### config.mk
export PLATFORM = sky130hd
export DESIGN_NAME = ram_dp_fifo_ctrl
export DESIGN_NICKNAME = d
export VERILOG_FILES = /design/src/rtl/ram_dp_fifo_ctrl.sv
export SDC_FILE = /design/constraint.sdc
export NUM_CORES = 1
export LEC_CHECK = 0
export CAP_MARGIN = 20
export CORE_MARGIN = 2
export CORE_UTILIZATION = 38
export DETAILED_ROUTE_END_ITERATION = 8
export GPL_ROUTABILITY_DRIVEN = 0
export PLACE_DENSITY = 0.86
export SYNTH_ARGS = -nofsm -noshare
export SYNTH_HDL_FRONTEND = slang
export SYNTH_SLANG_ARGS = --single-unit
export TNS_END_PERCENT = 10
### constraint.sdc
create_clock -name clock -period 3.3 [get_ports clock]
set_clock_uncertainty 0.05 [all_clocks]
set_input_delay 0.99 -clock clock [delete_from_list [all_inputs] [get_ports clock]]
set_output_delay 0.99 -clock clock [all_outputs]
set_load 0.005 [all_outputs]
### src/rtl/ram_dp_fifo_ctrl.sv
// First-word-fall-through FIFO controller driving an external dual-port synchronous RAM.
// Writes use the primary port; the head word is read back through the secondary port.
module ram_dp_fifo_ctrl #(
  parameter int DATA_WIDTH   = 8,
  parameter int ADDR_WIDTH   = 8,
  parameter int AFULL_LEVEL  = (1 << ADDR_WIDTH) - 4,
  parameter int AEMPTY_LEVEL = 4
) (
  input  logic                  clock,
  input  logic                  reset,
  input  logic                  push,
  input  logic [DATA_WIDTH-1:0] wr_data,
  input  logic                  pop,
  output logic [DATA_WIDTH-1:0] rd_data,
  output logic                  empty,
  output logic                  full,
  output logic [ADDR_WIDTH:0]   count,
  output logic                  almost_full,
  output logic                  almost_empty,
  output logic                  overflow,
  output logic                  underflow,
  input  logic                  clear_err,
  input  logic                  flush,
  output logic                  ram_we,
  output logic [ADDR_WIDTH-1:0] ram_pa,
  output logic [ADDR_WIDTH-1:0] ram_sa,
  output logic [DATA_WIDTH-1:0] ram_di,
  input  logic [DATA_WIDTH-1:0] ram_sdo
);

  localparam int                DEPTH    = 1 << ADDR_WIDTH;
  localparam logic [ADDR_WIDTH:0] DEPTH_C  = (ADDR_WIDTH+1)'(DEPTH);
  localparam logic [ADDR_WIDTH:0] AFULL_C  = (ADDR_WIDTH+1)'(AFULL_LEVEL);
  localparam logic [ADDR_WIDTH:0] AEMPTY_C = (ADDR_WIDTH+1)'(AEMPTY_LEVEL);

  logic [ADDR_WIDTH-1:0] wr_ptr_q, wr_ptr_d;
  logic [ADDR_WIDTH-1:0] rd_ptr_q, rd_ptr_d;
  logic [ADDR_WIDTH:0]   count_q, count_d;
  logic                  almost_full_q, almost_full_d;
  logic                  almost_empty_q, almost_empty_d;
  logic                  overflow_q, overflow_d;
  logic                  underflow_q, underflow_d;

  logic                  empty_w;
  logic                  full_w;
  logic                  pop_ok;
  logic                  push_ok;
  logic [ADDR_WIDTH-1:0] rd_ptr_next;

  assign empty_w = (count_q == '0);
  assign full_w  = (count_q == DEPTH_C);

  // A push into a full FIFO is only admitted when the head leaves in the same cycle.
  assign pop_ok  = pop & ~empty_w & ~flush;
  assign push_ok = push & ~flush & (~full_w | pop_ok);

  // The secondary address is presented before the edge so the RAM registers the
  // new head address; after the edge ram_sdo already shows mem[rd_ptr].
  always_comb begin
    rd_ptr_next = rd_ptr_q + ADDR_WIDTH'(pop_ok);
    if (reset || flush) begin
      rd_ptr_next = '0;
    end
  end

  always_comb begin
    wr_ptr_d       = wr_ptr_q + ADDR_WIDTH'(push_ok);
    rd_ptr_d       = rd_ptr_next;
    count_d        = count_q + (ADDR_WIDTH+1)'(push_ok) - (ADDR_WIDTH+1)'(pop_ok);
    if (flush) begin
      wr_ptr_d = '0;
      count_d  = '0;
    end
    almost_full_d  = (count_d >= AFULL_C);
    almost_empty_d = (count_d <= AEMPTY_C);
  end

  // A fresh error event in the same cycle as clear_err keeps the flag set.
  always_comb begin
    overflow_d  = (overflow_q  & ~clear_err) | (push & ~flush & full_w & ~pop_ok);
    underflow_d = (underflow_q & ~clear_err) | (pop & empty_w & ~flush);
  end

  always_ff @(posedge clock) begin
    if (reset) begin
      wr_ptr_q       <= '0;
      rd_ptr_q       <= '0;
      count_q        <= '0;
      almost_full_q  <= (AFULL_C == '0);
      almost_empty_q <= 1'b1;
      overflow_q     <= 1'b0;
      underflow_q    <= 1'b0;
    end else begin
      wr_ptr_q       <= wr_ptr_d;
      rd_ptr_q       <= rd_ptr_d;
      count_q        <= count_d;
      almost_full_q  <= almost_full_d;
      almost_empty_q <= almost_empty_d;
      overflow_q     <= overflow_d;
      underflow_q    <= underflow_d;
    end
  end

  assign rd_data      = ram_sdo;
  assign empty        = empty_w;
  assign full         = full_w;
  assign count        = count_q;
  assign almost_full  = almost_full_q;
  assign almost_empty = almost_empty_q;
  assign overflow     = overflow_q;
  assign underflow    = underflow_q;

  assign ram_we = push_ok & ~reset;
  assign ram_pa = wr_ptr_q;
  assign ram_sa = rd_ptr_next;
  assign ram_di = wr_data;

endmodule

After elaboration in Yosys (flattened, before gate mapping)
Index checks and enable logic that the tools add are counted.
{"block": "totals", "regBits": 29, "out_inout_bits": 48, "wordCells": 39}
{"block": "op_classes", "addsub": 4, "order_cmp": 2, "eq_ne": 1, "mux": 2, "n_bitwise": 20, "reduce_logical": 3}
{"cell": "adder 8 x 1 -> 8 bit", "n": 2}
{"cell": "bitwise AND 1 bit", "n": 11}
{"cell": "adder 9 x 1 -> 9 bit", "n": 1}
{"cell": "equality test 9 bit (second input constant)", "n": 1}
{"cell": "greater-or-equal comparator 9 x 8 -> 1 bit (second input constant)", "n": 1}
{"cell": "<= comparator 9 x 3 -> 1 bit (second input constant)", "n": 1}
{"cell": "logical NOT 9 bit", "n": 1}
{"cell": "two-way mux 9 bit", "n": 1}
{"cell": "subtractor 9 x 1 -> 9 bit", "n": 1}
{"cell": "two-way mux 8 bit", "n": 1}
{"cell": "inverter 1 bit", "n": 6}
{"cell": "bitwise OR 1 bit", "n": 3}
{"cell": "OR reduction 2 bit", "n": 1}
{"cell": "logical OR 1 bit", "n": 1}

Logic depth before layout (Yosys ltp)
{"block": "depth", "depth_word": 10, "depth_mapped": 15, "ltp_nobuf": 15}

Least setup slack after synthesis
Ideal clock, no wire load.
{"block": "synth_path", "path_kind": "in2reg", "from": "in flush", "to": "reg almost_empty_q, in the netlist almost_empty", "t_arrival_ns": 3.017, "path_slack_ns": 0.104, "path_stages": 13, "path_buffers": 1, "path_cell_list": "buf_4 inv_1 nand3b_1 or2_2 o21ai_0 ha_1 fa_1 a21oi_1 o21ai_0 a21o_1 a21o_1 a21oi_2 o41ai_2"}
{"block": "synth_via", "elab_chain_cells": 8}
{"element": "from (decl)", "line_no": "23", "text": "input logic flush,"}
{"element": "inverter 1 bit", "line_no": "54, 55"}
{"element": "bitwise AND 1 bit", "line_no": "54", "text": "assign pop_ok = pop & ~empty_w & ~flush;"}
{"element": "bitwise OR 1 bit", "line_no": "55", "text": "assign push_ok = push & ~flush & (~full_w | pop_ok);"}
{"element": "bitwise AND 1 bit", "line_no": "55"}
{"element": "adder 9 x 1 -> 9 bit", "line_no": "69", "text": "count_d = count_q + (ADDR_WIDTH+1)'(push_ok) - (ADDR_WIDTH+1)'(pop_ok);"}
{"element": "subtractor 9 x 1 -> 9 bit", "line_no": "69"}
{"element": "two-way mux 9 bit (*)", "line_no": "70", "text": "if (flush) begin"}
{"element": "<= comparator 9 x 3 -> 1 bit (*)", "line_no": "75", "text": "almost_empty_d = (count_d <= AEMPTY_C);"}
{"element": "to (signal assigned)", "line_no": "98", "text": "almost_empty_q <= almost_empty_d;"}
{"element": "to (decl)", "line_no": "40", "text": "logic almost_empty_q, almost_empty_d;"}
Mark *: on every way between the ends. The rest lies on a longest branch, timed or not.
A chain may end at the register's enable or synchronous reset.

Final worst setup path
{"block": "layout_path", "from": "reg count_q[4], in the netlist count[4]", "to": "out ram_sa[7]"}
{"block": "layout_via", "elab_chain_cells": 6}
{"element": "from (decl)", "line_no": "38", "text": "logic [ADDR_WIDTH:0] count_q, count_d;"}
{"element": "from (signal assigned)", "line_no": "96", "text": "count_q <= count_d;"}
{"element": "logical NOT 9 bit", "line_no": "50", "text": "assign empty_w = (count_q == '0);"}
{"element": "inverter 1 bit", "line_no": "54"}
{"element": "bitwise AND 1 bit (2 in series)", "line_no": "54"}
{"element": "adder 8 x 1 -> 8 bit", "line_no": "60", "text": "rd_ptr_next = rd_ptr_q + ADDR_WIDTH'(pop_ok);"}
{"element": "two-way mux 8 bit", "line_no": "61", "text": "if (reset || flush) begin"}
{"element": "to (decl)", "line_no": "26", "text": "output logic [ADDR_WIDTH-1:0] ram_sa,"}
No other way between the ends.

==> results.tsv <==
metric	value	unit
critical path class	reg2out	
Syn Area/Cell	8.67	um2
maximum clock frequency	301	MHz
switching pwr	658	uW
chip height	70.4	um
WL/cell	14.5	um
register area	584	um2
P per Cell Area	689	nW/um2
Setup TNS	-0.0338	ns
synthesized flop and latch total	29	
Remaining DRCs	0	
Fin Hold WS	0.467	ns
gr usage total	18.4	%
Place WS	-0.735	ns
Root Driver	clkbuf_8	
Site Rows	24	
CP arrival	2.28	ns
global-route wire length before repair	7060	um
P&R area growth vs syn	51.1	%
Pwr Total	1.74	mW
Tcrit/Tclk final	101	%
non-filler cells, final	312	
post-synthesis net count	231	
CTS Hold Buffers Added	0	
Multi-input gate area	1090	um2
Peak VDD IR	369	uV
CP Capture Type	output port	
worst skew pair latency	0.30	ns
initial core utilization	39.0	%
Worst Tran Pin Value	0.344	ns
Combinational Power Share	59.1	%
crit-path max cell delay	0.33	ns
startpoint types	flip-flop	
I/O Buffers	37	
critical path peak fanout	3	
final worst path period need	3.32	ns
Int Power	1.09	mW
IO Pins	70	
CP max stage cell	dfxtp_2	
initial antenna violation count	0	
fillers	347	
die area	4950	um2
Clk pwr share	17.2	%
mapped cell area	1670	um2
clock tree buffer depth	2	
ant diodes	0	
DRT Pass-1 Iters	4	
share of cells above drive strength 1	36.2	%
Seq pwr share	23.7	%
grt ovf	0	
Setup WS post-layout	-0.0195	ns
Fin. Hold Viols	0	
CTS tree	built	
Routed WL	4530	um
Max Cap Viol	0	
HPWL after DPL	3070	um
Final Setup Violations	2	
status	complete, but fails checks	
Reg clk slew, reported paths	0.08	ns
Slew Limit Fails	0	
CTS Sinks	29	
dpl cells	298	
pin count of the biggest net entering global routing	13	
Die X	70.4	um
Worst slew margin	76.9	%
Seq/Total Area, Yosys	34.7	%
CORE AREA	4290	um2
DR vias	1536	
H-tree levels	2	
initial DRC count	77	
Netlist cell types	37	
failing checks	setup timing	
static leakage	1.08	nW
data required time of the critical path	2.26	ns
Via density	4.92	
synth warn	0	
vias in the first global route	1557	
CP cell instances	inv_2 > ha_4 > nand4b_1 > nor3_2 > nand3b_1 > inv_2 > ha_4 > and3_4 > nand3_2 > xor2_1 > nor2_1 > buf_2	
unrepaired setup endpoints after global routing	true	
Final nets	297	
commonest cells after routing, fill and taps aside	40 x buf_4, 29 x nor2_1, 26 x dfxtp_1	
CTS buffer count	5	
most common cell after layout, fill and taps aside	buf_4	
Hold WC Path Type	reg2reg	
switching share of power	37.8	%
Routed Antenna Nets	0	
Post-Synthesis Cells	193	
==> Yosys cell counts, drive strengths merged <==
library cell,number,area (um2)
nor2b,1,6.26
xor2,11,96.3
nor4,1,6.26
o31ai,1,12.5
xnor2,6,52.6
a32oi,1,8.76
or2,1,6.26
o21ai,4,20.0
or4,1,7.51
nand3b,1,7.51
nand3,10,50.1
o211ai,1,7.51
nand2,4,15.0
nor2,30,113
o21bai,2,15.0
a41o,1,10.0
and2,11,68.8
nand2b,1,6.26
fa,1,20.0
o21ba,1,10.0
buf,17,128
or3b,1,8.76
and3,4,25.0
o21a,1,7.51
a22oi,1,7.51
inv,14,52.6
o41ai,1,16.3
dfxtp,29,581
a21oi,7,42.5
a21o,3,22.5
a41oi,1,8.76
nor3,5,25.0
nand4b,1,8.76
a31oi,1,6.26
clkbuf,2,7.51
ha,15,188
==> sequential cells by signal, indices dropped and copies added, names as in the netlist <==
name,cells
overflow,1
almost_full,1
count,9
underflow,1
ram_pa,8
almost_empty,1
rd_ptr_q,8
==> critical path: cells and delay by family, from the launching register on <==
kind | cells | cell delay [ns]
adder cells (fa/ha/maj) | 2 | 0.29
buffers and inverters | 3 | 0.26
AND/OR/NAND/NOR | 6 | 0.88
flip-flops | 1 | 0.33
XOR/XNOR | 1 | 0.19
==> power by group through the flow <==
stage               logic (mW)  clock network, mW  registers (mW)
floorplan                0.480                  0           0.422
global placement         0.814                  0           0.414
detailed placement       0.844                  0           0.416
CTS                      0.868              0.301           0.409
global route              1.11              0.316           0.418
finish                    1.03              0.300           0.414
==> worst paths after layout <==
check	from	to	slack [ns]	cells past startpoint
min reg2reg	underflow	underflow	0.47	2
max reg2reg	count[5]	almost_empty	0.07	16
min	underflow	underflow	0.47	2
max	count[4]	ram_sa[7]	-0.02	12
==> kinds of logic after synthesis <==
kind of cell               Yosys count  share of synthesized area, %
adders and majority gates           16                          12.4
buffers and inverters               33                          11.2
DFF                                 29                          34.7
and+or+nand+nor                     72                          21.2
AOI/OAI and AO/OA                   26                          11.7
xor gates and xnor gates            17                          8.89
==> timing repair <==
item | CTS | global route
buffers inserted | 2 | 4
endpoints found under the setup margin | 14 | 12
pin swaps | 6 | 10
resized for setup | 29 | 43
==> through the flow <==
| stage | cell area (um2) | util [%] |
|---|---|---|
| after floorplan | 1670 | - |
| after global placement | 2250 | 52.4 |
| after detailed placement | 2250 | 52.4 |
| after CTS | 2380 | 55.5 |
| after global routing | 2530 | 58.9 |
| final | 2530 | 58.9 |
==> metal layers <==
| metal | vias up | global-route usage [%] | part of all wire, % |
|---|---|---|---|
| li1 | 757 | - | - |
| met1 | 694 | 19.7 | 40 |
| met2 | 66 | 32.3 | 50 |
| met3 | 19 | 5.48 | 6.0 |
| met4 | 0 | 9.62 | 4.0 |
| met5 | - | 0 | 0 |
==> area by class of cell <==
cell class / count / share of cell area, %
multi-input combinational: 131 / 43.0
sequential: 29 / 23.1
clock inverter: 3 / 0.692
timing repair buffer: 78 / 25.9
inverter: 14 / 2.08
tap: 52 / 2.57
clock buffer: 5 / 2.72
Note: power is estimated with default switching activity, not from simulation.
